**src/rtl/iob_dma_desc_seq.sv**
```systemverilog
// Descriptor sequencer in front of the iob_dma core.
// Queues {src, dst, length, irq} descriptors in a small FIFO and issues
// them one at a time to the DMA. Each issue is a 1-cycle start pulse with
// the addresses and length already on the outputs. The sequencer then
// waits for the core's busy flag to drop before it issues the next one.
// Optional feature macro: IOB_DMA_DESC_SEQ_IRQ_EN. When it is defined, a
// per-descriptor completion interrupt is stored and raised on irq_o.
//
// Handshake: a descriptor is accepted on a rising clock edge when
// desc_valid_i and desc_ready_o are both high. desc_ready_o comes only
// from the registered fill level, so it never depends on desc_valid_i in
// the same cycle. A flush_i in the same cycle drops the descriptor even
// though desc_ready_o reads 1.
module iob_dma_desc_seq #(
  parameter int AXI_ADDR_W = 24,
  parameter int LENGTH_W   = 24,
  parameter int DEPTH_W    = 2,
  parameter int CNT_W      = 16
) (
  input  logic                  clk_i,
  input  logic                  rst_n_i,
  input  logic [AXI_ADDR_W-1:0] desc_src_i,
  input  logic [AXI_ADDR_W-1:0] desc_dst_i,
  input  logic [LENGTH_W-1:0]   desc_len_i,
  input  logic                  desc_irq_i,
  input  logic                  desc_valid_i,
  output logic                  desc_ready_o,
  input  logic                  halt_i,
  input  logic                  flush_i,
  output logic [AXI_ADDR_W-1:0] src_addr_o,
  output logic [AXI_ADDR_W-1:0] dst_addr_o,
  output logic [LENGTH_W-1:0]   length_o,
  output logic                  start_o,
  input  logic                  dma_busy_i,
  output logic [DEPTH_W:0]      level_o,
  output logic [CNT_W-1:0]      done_cnt_o,
  output logic                  idle_o,
  output logic                  irq_o,
  input  logic                  irq_clr_i,
  output logic [1:0]            dbg_state_o
);

  localparam int                 DEPTH    = 1 << DEPTH_W;
  localparam logic [DEPTH_W:0]   LVL_FULL = (DEPTH_W+1)'(DEPTH);
  localparam logic [DEPTH_W:0]   LVL_ONE  = (DEPTH_W+1)'(1);
  localparam logic [DEPTH_W-1:0] PTR_ONE  = DEPTH_W'(1);
  localparam logic [CNT_W-1:0]   CNT_ONE  = CNT_W'(1);

  typedef enum logic [1:0] {
    S_IDLE  = 2'd0,
    S_ISSUE = 2'd1,
    S_ARM   = 2'd2,
    S_WAIT  = 2'd3
  } state_t;

  state_t state_q, state_d;

  logic [AXI_ADDR_W-1:0] mem_src [DEPTH];
  logic [AXI_ADDR_W-1:0] mem_dst [DEPTH];
  logic [LENGTH_W-1:0]   mem_len [DEPTH];

  logic [DEPTH_W-1:0] wr_ptr_q, wr_ptr_d;
  logic [DEPTH_W-1:0] rd_ptr_q, rd_ptr_d;
  logic [DEPTH_W:0]   level_q, level_d;

  logic [AXI_ADDR_W-1:0] src_q;
  logic [AXI_ADDR_W-1:0] dst_q;
  logic [LENGTH_W-1:0]   len_q;
  logic [CNT_W-1:0]      done_q;

  logic push;
  logic pop;
  logic issue_load;
  logic complete;
  logic head_zero;

  assign desc_ready_o = (level_q != LVL_FULL);
  assign push         = desc_valid_i & desc_ready_o & ~flush_i;
  assign head_zero    = (mem_len[rd_ptr_q] == '0);

  // State register.
  always_ff @(posedge clk_i) begin
    if (!rst_n_i) begin
      state_q <= S_IDLE;
    end else begin
      state_q <= state_d;
    end
  end

  // Next state plus the pop, issue and completion strobes.
  // A flush takes priority over a pop in IDLE, so nothing leaves a queue
  // that is being discarded.
  always_comb begin
    state_d    = state_q;
    pop        = 1'b0;
    issue_load = 1'b0;
    complete   = 1'b0;
    case (state_q)
      S_IDLE: begin
        if ((level_q != '0) && !halt_i && !flush_i) begin
          pop = 1'b1;
          if (head_zero) begin
            // A zero-length descriptor never reaches the DMA and counts
            // as done immediately.
            complete = 1'b1;
          end else begin
            issue_load = 1'b1;
            state_d    = S_ISSUE;
          end
        end
      end
      S_ISSUE: state_d = S_ARM;
      // The core registers busy, so busy is not valid until one cycle
      // after start.
      S_ARM:   state_d = S_WAIT;
      S_WAIT: begin
        if (!dma_busy_i) begin
          complete = 1'b1;
          state_d  = S_IDLE;
        end
      end
      default: state_d = S_IDLE;
    endcase
  end

  // FIFO pointer and level next state. A flush empties the queue.
  always_comb begin
    wr_ptr_d = wr_ptr_q;
    rd_ptr_d = rd_ptr_q;
    level_d  = level_q;
    if (flush_i) begin
      wr_ptr_d = '0;
      rd_ptr_d = '0;
      level_d  = '0;
    end else begin
      if (push) wr_ptr_d = wr_ptr_q + PTR_ONE;
      if (pop)  rd_ptr_d = rd_ptr_q + PTR_ONE;
      if (push && !pop)      level_d = level_q + LVL_ONE;
      else if (!push && pop) level_d = level_q - LVL_ONE;
    end
  end

  // Descriptor storage. It has no reset because the level gates all reads.
  always_ff @(posedge clk_i) begin
    if (push) begin
      mem_src[wr_ptr_q] <= desc_src_i;
      mem_dst[wr_ptr_q] <= desc_dst_i;
      mem_len[wr_ptr_q] <= desc_len_i;
    end
  end

  // FIFO control, issued-descriptor output registers and done counter.
  always_ff @(posedge clk_i) begin
    if (!rst_n_i) begin
      wr_ptr_q <= '0;
      rd_ptr_q <= '0;
      level_q  <= '0;
      src_q    <= '0;
      dst_q    <= '0;
      len_q    <= '0;
      done_q   <= '0;
    end else begin
      wr_ptr_q <= wr_ptr_d;
      rd_ptr_q <= rd_ptr_d;
      level_q  <= level_d;
      if (issue_load) begin
        src_q <= mem_src[rd_ptr_q];
        dst_q <= mem_dst[rd_ptr_q];
        len_q <= mem_len[rd_ptr_q];
      end
      if (complete) done_q <= done_q + CNT_ONE;
    end
  end

`ifdef IOB_DMA_DESC_SEQ_IRQ_EN
  logic mem_irq [DEPTH];
  logic inflight_irq_q;
  logic irq_q;
  logic irq_set;

  // The irq flag travels with its descriptor through the FIFO.
  always_ff @(posedge clk_i) begin
    if (push) mem_irq[wr_ptr_q] <= desc_irq_i;
  end

  // A completion in IDLE is always a zero-length pop, which uses the head
  // flag. A completion in WAIT uses the flag captured at issue.
  assign irq_set = complete &
                   ((state_q == S_IDLE) ? mem_irq[rd_ptr_q] : inflight_irq_q);

  // Sticky interrupt level. If set and clear arrive in the same cycle,
  // set wins.
  always_ff @(posedge clk_i) begin
    if (!rst_n_i) begin
      inflight_irq_q <= 1'b0;
      irq_q          <= 1'b0;
    end else begin
      if (issue_load) inflight_irq_q <= mem_irq[rd_ptr_q];
      if (irq_set)        irq_q <= 1'b1;
      else if (irq_clr_i) irq_q <= 1'b0;
    end
  end

  assign irq_o = irq_q;
`else
  logic unused_irq_inputs;
  assign unused_irq_inputs = desc_irq_i ^ irq_clr_i;
  assign irq_o             = 1'b0;
`endif

  assign src_addr_o  = src_q;
  assign dst_addr_o  = dst_q;
  assign length_o    = len_q;
  assign start_o     = (state_q == S_ISSUE);
  assign level_o     = level_q;
  assign done_cnt_o  = done_q;
  assign idle_o      = (state_q == S_IDLE) && (level_q == '0);
  assign dbg_state_o = state_q;

endmodule

```
**config.mk**
```make
export PLATFORM = sky130hd
export DESIGN_NAME = iob_dma_desc_seq
export DESIGN_NICKNAME = d
export VERILOG_FILES = /design/src/rtl/iob_dma_desc_seq.sv
export SDC_FILE = /design/constraint.sdc
export NUM_CORES = 1
export LEC_CHECK = 0
export BUFFER_PORTS_ARGS = -buffer_cell sky130_fd_sc_hd__buf_2
export CAP_MARGIN = 20
export CORE_MARGIN = 4
export CORE_UTILIZATION = 52
export CTS_BUF_LIST = sky130_fd_sc_hd__clkbuf_4
export DETAILED_ROUTE_END_ITERATION = 6
export GPL_TIMING_DRIVEN = 0
export MAX_ROUTING_LAYER = met4
export PLACE_DENSITY = 0.71
export SYNTH_ARGS = -nofsm -noshare
export SYNTH_HDL_FRONTEND = slang
export SYNTH_SLANG_ARGS = --single-unit
```
**constraint.sdc**
```tcl
create_clock -name clk_i -period 4 [get_ports clk_i]
set_clock_uncertainty 0.1 [all_clocks]
set_input_delay 0.6 -clock clk_i [delete_from_list [all_inputs] [get_ports clk_i]]
set_output_delay 0.6 -clock clk_i [all_outputs]
set_load 0.05 [all_outputs]
```
==> run_results.csv <==
group,metric,value,unit
logic_synthesis,async_flop_share,0,
sta,tightestPinTransition,954,ps
sta,slew_violations,0,
clock_network,ctsResizeCount,0,
sta,slew_headroom,0.364,
clock_network,cts_root_buffer,"clkbuf_4",
setup_path,critPathMaxFanout,10,
logic_synthesis,syn_inst,796,
power,max-vdd-ir-drop,0.302,mV
place,numPortBuffers,173,
sta,max_freq,0.272,GHz
global_route,gr-total-overflow,0,
logic_synthesis,synth_edf_count,288,
clock_network,clock_sinks,387,
logic_synthesis,synthFlopType,"edfxtp_1",
layout,fin_area,17900,um2
setup_path,worstPathRequired,4450,ps
sta,period_share,0.919,
detailed_routing,firstDrtPassIters,5,
power,power.density,467,nW/um2
clock_network,htreeDepth,3,
logic_synthesis,syn-cell-area,14400,um2
logic_synthesis,synth-compound-area-share,0.0140,
clock_network,clockBufferDepth,3,
setup_path,critical_path_class,"register to register",
floorplan,core.rowCount,60,
setup_path,rr_worst_depth,10,
detailed_routing,route.vias.total,8255,
detailed_routing,vias_per_cell,5.16,
logic_synthesis,synth_warnings,0,
global_route,grt_pass1_vias,8812,
logic_synthesis,ys_seq_area_frac,0.736,
logic_synthesis,avgSynthCellArea,18.1,um2
clock_network,clk_latency,700,ps
floorplan,io_pins,177,
outcome,status,"completed",
min_path,hold_path_class,"input pin to register",
floorplan,design.core.area,27100,um2
power,p_total,8.36,mW
logic_synthesis,syn-num-nets,887,
job,max_cap_violations,0,
logic_synthesis,synth_cell_type_count,39,
floorplan,start_util,0.533,
min_path,whs_endpoint,"wr_ptr_q[1]",
sta,rsz0062_at_grt,"false",
clock_network,clk_pin_slew_worst_paths,70,ps
place,dp_hpwl,18400,um
setup_path,rr_endpoint,"dst_addr_o[11]",
detailed_routing,drt_iter0_drc,430,
setup_path,start_kind,"register",
logic_synthesis,yosys.area.top_type,"edfxtp_1",
floorplan,dieArea,30500,um2
detailed_routing,finalWirelength,29500,um
place,place_congestion,0.864,
logic_synthesis,synth_xor_area_frac,0.00364,
setup_path,worst-r2r-setup-slack,320,ps
logic_synthesis,synthTopCellsByArea,"edfxtp_1, dfxtp_1, mux4_2",
global_route,grt_usage,0.204,
layout,area_growth,24.0,%
detailed_routing,drc,0,
setup_path,cp-end-kind,"register",
min_path,holdCritStartpoint,"desc_valid_i",
sta,finalSetupViolCount,0,
detailed_routing,routedWlPerCell,18.5,um
min_path,min_path_cells,3,
setup_path,arrival,4120,ps
logic_synthesis,yosys-mux-area-fraction,0.167,
clock_network,numCtsBuffers,95,
global_route,grt_pass1_wl,47300,um
global_route,grt_antenna_before_repair,2,
layout,layout-drive-gt1-share,0.351,
layout,layout.nets,1234,
logic_synthesis,synthAdderAreaFrac,0.0100,
logic_synthesis,synth_seq_cells,387,
floorplan,die_w,175,um
sta,hold_viol,0,
sta,holdWs,96.6,ps
logic_synthesis,synthSimpleGateAreaFrac,0.0493,
floorplan,die_h,175,um
logic_synthesis,synth_top_family_by_area,"multiplexers",
power,p_leak,7.06,nW
detailed_routing,detail-route-antenna-nets,0,
global_route,grt_max_degree,50,
sta,fin_crit,3680,ps
clock_network,cts_tree,"built",
place,place_area,15900,um2
layout,fin_util,0.661,
logic_synthesis,synth_top_area_frac,0.599,
## per-stage QoR
| step | setup TNS (ps) | setup slack, ps | instances |
|---|---|---|---|
| after floorplan | 0 | 146 | 796 |
| after CTS | 0 | 333 | 1596 |
| final | 0 | 324 | 1599 |
| after detailed placement | 0 | 361 | 1345 |
| after global placement | -207030 | -734 | 1341 |
| after global routing | 0 | 42.9 | 1599 |
## worst max path at each step
stage                  from        endpoint  slack (ps)  cells after the start
2_1_floorplan    level_o[0]   mem_dst[0][0]         150                      5
3_3_place_gp   desc_valid_i   mem_src[2][4]        -730                      4
3_5_place_dp       register    length_o[23]         360                     10
4_1_cts            register  dst_addr_o[11]         330                     10
5_1_grt            register  dst_addr_o[12]          40                     10
6_report           register  dst_addr_o[11]         320                     10
## synthesized netlist by cell type, types with 4 or more instances
master	n
buf_6	10
edfxtp_1	288
clkbuf_1	22
nor3_1	7
nand2b_1	5
nor2_1	89
and2_1	8
dfxtp_1	99
a21o_1	5
mux2i_1	79
inv_1	14
nand3_1	15
nor4_1	7
nand2_1	16
a21oi_1	12
and3_1	4
ha_1	10
mux4_2	72
## critical path: stages (launching register included)
cell	delay, ps
dfxtp_1	310
clkbuf_1	280
buf_1	610
mux4_2	450
nor4_1	420
nand4_1	380
o21ai_1	230
buf_4	260
buf_6	220
mux2i_1	230
nor2_1	60
## state kept, by name, indices dropped and copies added, names as in the netlist, named ones only
register     cells
done_cnt_o      16
length_o        24
src_addr_o      24
rd_ptr_q         2
mem_dst         96
level_o          3
mem_src         96
wr_ptr_q         2
mem_len         96
dbg_state_o      2
dst_addr_o      24
## cells in the final DEF, fill, tap and decap left out, types with 4 or more instances in the layout
cell type and n:
a21o_1 5, a21oi_1 12, and2_1 4, and2_4 4, and3_1 4, buf_16 4, buf_2 175, buf_6 10
clkbuf_1 22, clkbuf_4 151, clkinv_1 20, dfxtp_1 99, dlygate4sd3_1 72, edfxtp_1 288, ha_1 10, inv_1 14
mux2i_1 79, mux4_2 72, nand2_1 16, nand2b_1 5, nand3_1 15, nor2_1 89, nor3_1 7, nor4_1 7
## per-layer routing
layer,routed length [um],GRT usage,share of wire,up-vias
met2,14600,0.325,0.50,273
met1,12600,0.263,0.43,4090
met5,0,-,0,-
met3,1940,0.0493,0.066,37
li1,-,-,-,3855
met4,402,0.0609,0.014,0
## cells by family after synthesis
logic type / after synthesis
compound gates: 28
xor+xnor: 6
fa+ha+maj: 11
buf+inv: 53
flops: 387
mux: 151
other cells: 1
simple gates: 159
## report_power, final
group	internal (mW)	switching, mW
clock	1.79	1.50
sequential	4.40	0.0347
combinational	0.241	0.393
total	6.43	1.93
## cell type report
type	count	area, um2
repair buffers	250	1700
multi-input cells	356	3540
well taps	372	465
fillers	1915	9190
flip-flops and latches	387	10600
clock inverters	28	150
inverters	14	52.6
clock buffers	151	1130
plain buffers	39	231
diodes	2	5.00
## timing repair
action,4_1_cts,5_1_grt
hold endpoints to repair,277,0
hold buffers,72,0
buffers inserted,0,0
No activity file was read; power rests on OpenSTA's default activity.
